$ cat src/rtl/dl_pipe_reg_vr.sv
// Multi-stage valid/ready pipeline register with bubble collapsing, flush and occupancy count.
// Define DL_PIPE_REG_VR_SKID_EN to add a one-entry skid buffer that registers in_rdy.
module dl_pipe_reg_vr #(
  parameter int unsigned          NUM_BITS   = 32,
  parameter int unsigned          NUM_STAGES = 2,
  parameter logic [NUM_BITS-1:0]  RST_DATA   = '0
) (
  input  logic                              clk,
  input  logic                              rst,
  input  logic                              flush,
  input  logic                              in_vld,
  output logic                              in_rdy,
  input  logic [NUM_BITS-1:0]               in_data,
  output logic                              out_vld,
  input  logic                              out_rdy,
  output logic [NUM_BITS-1:0]               out_data,
  output logic [$clog2(NUM_STAGES+2)-1:0]   count
);

  localparam int unsigned CntW = $clog2(NUM_STAGES + 2);

  logic [NUM_STAGES-1:0]               vld_q, vld_d;
  logic [NUM_STAGES-1:0][NUM_BITS-1:0] data_q, data_d;
  logic [NUM_STAGES-1:0]               rdy;
  logic [NUM_STAGES-1:0]               src_vld;
  logic [NUM_STAGES-1:0][NUM_BITS-1:0] src_data;
  logic                                src0_vld;
  logic [NUM_BITS-1:0]                 src0_data;
  logic                                accept, consume;
  logic [CntW-1:0]                     count_q, count_d;

  // Ready ripples back from the output; a chain variable avoids a self-referencing vector.
  always_comb begin : p_rdy
    logic chain;
    chain = out_rdy;
    rdy   = '0;
    for (int i = int'(NUM_STAGES) - 1; i >= 0; i--) begin
      chain  = !vld_q[i] | chain;
      rdy[i] = chain;
    end
  end

`ifdef DL_PIPE_REG_VR_SKID_EN
  logic                skid_vld_q, skid_vld_d;
  logic [NUM_BITS-1:0] skid_data_q, skid_data_d;

  assign in_rdy    = !skid_vld_q;
  assign src0_vld  = skid_vld_q | in_vld;
  assign src0_data = skid_vld_q ? skid_data_q : in_data;

  // While the skid is full in_rdy is low, so it only ever drains; otherwise it catches
  // an accepted word that stage 0 cannot take this cycle.
  always_comb begin
    skid_vld_d  = skid_vld_q;
    skid_data_d = skid_data_q;
    if (skid_vld_q) begin
      if (rdy[0]) skid_vld_d = 1'b0;
    end else if (in_vld && !rdy[0]) begin
      skid_vld_d  = 1'b1;
      skid_data_d = in_data;
    end
  end

  always_ff @(posedge clk) begin
    if (rst) begin
      skid_vld_q  <= 1'b0;
      skid_data_q <= RST_DATA;
    end else if (flush) begin
      skid_vld_q  <= 1'b0;
    end else begin
      skid_vld_q  <= skid_vld_d;
      skid_data_q <= skid_data_d;
    end
  end
`else
  assign in_rdy    = rdy[0];
  assign src0_vld  = in_vld;
  assign src0_data = in_data;
`endif

  always_comb begin
    src_vld     = '0;
    src_data    = '0;
    src_vld[0]  = src0_vld;
    src_data[0] = src0_data;
    for (int i = 1; i < int'(NUM_STAGES); i++) begin
      src_vld[i]  = vld_q[i-1];
      src_data[i] = data_q[i-1];
    end
  end

  // A ready stage either takes its source word or empties; data holds when nothing arrives.
  always_comb begin
    vld_d  = vld_q;
    data_d = data_q;
    for (int i = 0; i < int'(NUM_STAGES); i++) begin
      if (rdy[i]) begin
        vld_d[i] = src_vld[i];
        if (src_vld[i]) data_d[i] = src_data[i];
      end
    end
  end

  assign accept  = in_vld & in_rdy;
  assign consume = vld_q[NUM_STAGES-1] & out_rdy;

  always_comb begin
    count_d = count_q;
    unique case ({accept, consume})
      2'b10:   count_d = count_q + CntW'(1);
      2'b01:   count_d = count_q - CntW'(1);
      default: count_d = count_q;
    endcase
  end

  always_ff @(posedge clk) begin
    if (rst) begin
      vld_q   <= '0;
      data_q  <= {NUM_STAGES{RST_DATA}};
      count_q <= '0;
    end else if (flush) begin
      vld_q   <= '0;
      count_q <= '0;
    end else begin
      vld_q   <= vld_d;
      data_q  <= data_d;
      count_q <= count_d;
    end
  end

  assign out_vld  = vld_q[NUM_STAGES-1];
  assign out_data = data_q[NUM_STAGES-1];
  assign count    = count_q;

endmodule

$ cat config.mk
export PLATFORM = sky130hd
export DESIGN_NAME = dl_pipe_reg_vr
export DESIGN_NICKNAME = d
export VERILOG_FILES = /design/src/rtl/dl_pipe_reg_vr.sv
export SDC_FILE = /design/constraint.sdc
export NUM_CORES = 1
export LEC_CHECK = 0
export BUFFER_PORTS_ARGS = -buffer_cell sky130_fd_sc_hd__buf_4
export CAP_MARGIN = 15
export CORE_UTILIZATION = 53
export DETAILED_ROUTE_END_ITERATION = 10
export PLACE_DENSITY = 0.88
export SLEW_MARGIN = 20
export SYNTH_ARGS = -nofsm -noshare
export SYNTH_HDL_FRONTEND = slang
export SYNTH_SLANG_ARGS = --single-unit
$ cat constraint.sdc
create_clock -name clk -period 2.2 [get_ports clk]
set_input_delay 0.11 -clock clk [delete_from_list [all_inputs] [get_ports clk]]
set_output_delay 0.11 -clock clk [all_outputs]
set_load 0.1 [all_outputs]
**Word-level counts from Yosys, hierarchy flattened**

Index checks and enable logic that the tools add are counted.
W data, S select, Z words.

- Flip-flop bits (word level): 68

- Add/sub/neg operators: 2
- Eq/ne operators: 2
- Mux-type cells: 1
- Bitwise logic cells: 5
- Reductions and logical operators: 6

Operators with widths:

| cell | number |
|---|---|
| $reduce_and A3 Y1 | 2 |
| $pmux W2 S2 | 1 |
| $add A2 B1 Y2 const B | 1 |
| $and A1 B1 Y1 | 2 |
| $eq A2 B1 Y1 const B | 1 |
| $eq A2 B2 Y1 const B | 1 |
| $logic_not A1 Y1 | 2 |
| $or A1 B1 Y1 | 2 |
| $reduce_bool A2 Y1 | 1 |
| $reduce_or A2 Y1 | 1 |
| $sub A2 B1 Y2 const B | 1 |
| $not A1 Y1 | 1 |

**Depth between registers and ports, before layout**

- Depth after elaboration: 6
- Depth in mapped cells: 9
- Gate-level depth less buffers: 7

**Worst setup path after synthesis**

Ideal clock, no wire load.

- Path kind: reg-to-reg
- From: reg vld_q[1]
- To: reg count_q[1] (netlist: count[1])
- Arrival: 3,041 ps
- Setup slack: -911 ps
- Stages on the path, launching flop included: 9
- Period minus slack after synthesis: 3,111 ps
- Cell sequence: dfxtp_1 nor2b_1 buf_6 buf_2 nand2_1 nand2_1 ha_1 or3_1 a21boi_1

- Cells in the longest elaborated chain, start to end: 6
- Elaborated cells between the ends (all ways): 9

Ends and longest elaborated chain:

| what | line | source |
|---|---|---|
| start, declared | 22 | `logic [NUM_STAGES-1:0] vld_q, vld_d;` |
| start signal, assigned | 125 | `vld_q <= vld_d;` |
| $logic_not A1 Y1 (*) | 38 | `chain = !vld_q[i] \| chain;` |
| $or A1 B1 Y1 (*) (2 in a row) | 38 |  |
| named net in_rdy | 12 | `output logic in_rdy,` |
| $and A1 B1 Y1 (*) | 104 | `assign accept = in_vld & in_rdy;` |
| $eq A2 B1 Y1 / $eq A2 B2 Y1 (equally long branches) | 109 | `unique case ({accept, consume})` |
| $pmux W2 S2 / $reduce_bool A2 Y1 (equally long branches) | - |  |
| end signal, assigned | 127 | `count_q <= count_d;` |
| end, declared | 30 | `logic [CntW-1:0] count_q, count_d;` |

Mark *: on every way through the listed nets, which the timed path passes. The rest lies on a longest branch.
A chain may end at the register's enable or synchronous reset.

**Worst setup path after layout**

- From: reg vld_q[1]
- To: reg data_q (netlist bit out_data[12])

- Cells in the longest elaborated chain, start to end: 3

Ends and longest elaborated chain:

| what | line | source |
|---|---|---|
| $logic_not A1 Y1 | 38 |  |
| $or A1 B1 Y1 | 38 |  |
| $reduce_and A3 Y1 (no source line) | - |  |
| end signal, assigned | 119 | `data_q <= {NUM_STAGES{RST_DATA}};` |
| end signal, assigned | 126 | `data_q <= data_d;` |
| end, declared | 23 | `logic [NUM_STAGES-1:0][NUM_BITS-1:0] data_q, data_d;` |

Every way passes these cells.

==> metrics.txt <==
nets@finish 408; initial core utilization 55.8%; share of the synthesized area in the top cell type 43.5%; largest net degree at the start of global routing 100; count of cell types in the netlist 25; Post-synth top cells 68 x dfxtp_1, 66 x nand2b_1, 33 x a21oi_1; Max Fanout on Critical Path 32; switching power share of the total 23.7%; Setup CP Type reg -> reg; initial antenna violation count 0; vias in the first global route 2176; Worst EP required 2.46 ns; combinational fraction of design power a little under a tenth; clock share of power 39.1%; drt drc 0; ANT nets after route 0; CP Launch Type flop; setup violators final 0; Top FF cell, synth dfxtp_1; final WL 6320 um; Int Power roughly 1.9 mW; EDFF count, synth 0; Worst-path clk slew 0.07 ns; final hold vios 0; period utilization between 70% and 80%; first-pass GRT wire length 9940 um; Slew @ Worst Pin 1.07 ns; Remaining Overflow, GRT 0; Placed Cells 430; First-pass DRT Iterations 4; Std-Cell Rows 27; hold buffers post-CTS 1; gpl congestion 0.732; number of vias per cell 5.23; htree depth 3; area delta synth->final 14.7%; Slowest cell on crit path or2b_1; die width 78.9 um; gr usage total 20.8%; Die Y between 70 and 80 um; Area contributors post-synth dfxtp_1 43%, nand2b_1 13%, mux2i_1 10%; # clock sinks 68; Sw Pwr 0.597 mW; run status complete, no violations; CTS tree built; number of CTS-inserted buffers 9; via count about 2300; Seq pwr share between 50% and 60%; flops & latches, synth 68; sequential area share after synthesis 43.5%; critical path endpoint category flop; # IOs 73; post-route setup TNS 0 ns; Slew HR 28.9%; PortBufs a little over 70; Leak Pwr 1.42 nW; fraction of layout cells with a size suffix above 1 approximately a quarter; f_max between 0.5 and 0.6 GHz; setup bufs post-CTS 0; Layout Utilization 64.1%; PwrDens between 700 and 800 mW/mm^2; worst hold path class in -> reg; cells along the critical path or2b_1 > nand3_1 > a21oi_1; RSZ-0062 raised after global routing false; DP HPWL 4110 um; Clk Tree Root Cell clkbuf_8; post-synth top area cell dfxtp_1; Arr. time, crit path 1.93 ns; total die area ~0.0062 mm^2; Clock Skew 0.00655 ns; MaxCap Viol Count 0; fin cells between 400 and 500; core area about 0.0056 mm^2; post-CTS sizing 0; most common cell in the synthesized netlist dfxtp_1; Longest Clk Path Bufs 2; syn nets 378; CP peak stage delay 0.86 ns; average size of a mapped cell 9.21 um^2; fin. max-slew vios 0; Ant. Diodes 0; Syn Inst Count between 300 and 400; Synth async-reset ratio 0%; synth warn 0; Skew-Pair Late Insertion Delay ~0.33 ns; DRT iter0 DRCs 224; Mapped Area about 0.0031 mm^2; min cycle time layout ~1.7 ns; routed len/inst 14.2 um; peak supply drop 0.484 mV
registers in the layout (all words and copies together) (netlist names):
name	cells
out_data	32
vld_q	2
count	2
data_q	32
power by group through the flow:
| stage | sequential [mW] | clock [mW] | combinational (mW) |
|---|---|---|---|
| after detailed placement | 1.32 | 0 | 0.240 |
| after global routing | 1.29 | 1.05 | 0.260 |
| after CTS | 1.29 | 0.998 | 0.243 |
| after floorplan | 1.32 | 0 | 0.166 |
| after global placement | 1.31 | 0 | 0.236 |
| final | 1.29 | 0.985 | 0.243 |
through the flow:
step	area [um^2]	hold WS (ns)	total power [mW]	worst slack, ns
5_1_grt	3590	0.0488	2.60	0.405
6_report	3590	0.0447	2.52	0.529
2_1_floorplan	3140	0.189	1.49	0.0261
3_3_place_gp	3390	0.329	1.55	0.637
3_5_place_dp	3390	0.333	1.56	0.567
4_1_cts	3590	0.0382	2.53	0.539
cell type report:
type | instances | area [um^2]
multi-input cells | 212 | 1350
clock buffers | 10 | 138
clock inverters | 5 | 52.6
fillers | 475 | 2020
repair buffers | 79 | 596
well taps | 72 | 90.1
flip-flops and latches | 68 | 1370
worst max-delay path, delay by kind of cell (launching register included):
family	cells	cell delay (ns)
and+or+nand+nor	2	1.07
DFF	1	0.34
AOI/OAI and AO/OA	1	0.17
placed cells by master (no fill, tap or decap), types with 2 or more instances in the layout:
cell type and instances:
a21oi_1 33, buf_4 78, clkbuf_8 10, clkinv_2 3, dfxtp_1 67, mux2i_1 32
nand2b_1 66, nand3_1 32, nor2b_2 2, nor3_1 2, o21ai_0 29, o21ai_1 4
routing by layer:
| layer | wire [um] | up-vias | track usage [%] | part of all wire, % |
|---|---|---|---|---|
| met2 | 2980 | 68 | 32.4 | 47 |
| met1 | 2860 | 1086 | 26.9 | 45 |
| li1 | - | 1165 | - | - |
| met4 | 112 | 0 | 11.1 | 1.8 |
| met5 | 0 | - | 0 | 0 |
| met3 | 357 | 12 | 4.25 | 5.7 |
worst paths after layout:
kind	startpoint	end	slack [ns]	cells after the start
worst max-delay path	vld_q[1]$_SDFFE_PP0P_	out_data[12]$_SDFFE_PP0P_	0.53	3
worst min-delay path	in_data[25]	data_q[25]$_SDFFE_PP0P_	0.04	3
worst max register to register	vld_q[1]$_SDFFE_PP0P_	out_data[12]$_SDFFE_PP0P_	0.53	3
worst min register to register	data_q[13]$_SDFFE_PP0P_	out_data[13]$_SDFFE_PP0P_	0.47	2
cell families (layout without fill, tap and decap cells):
| logic type | after synthesis | after routing | share of synthesized area [%] |
|---|---|---|---|
| AND/OR/NAND/NOR | 108 | 108 | 20.0 |
| adder cells (fa/ha/maj) | 1 | 1 | 0.400 |
| buffers and inverters | 60 | 94 | 13.7 |
| flip-flops | 68 | 68 | 43.5 |
| multiplexers | 32 | 32 | 10.2 |
| AO/OA/AOI/OAI | 69 | 69 | 11.6 |
| XOR/XNOR | 2 | 2 | 0.560 |
Power figures use the tool's default switching activity.
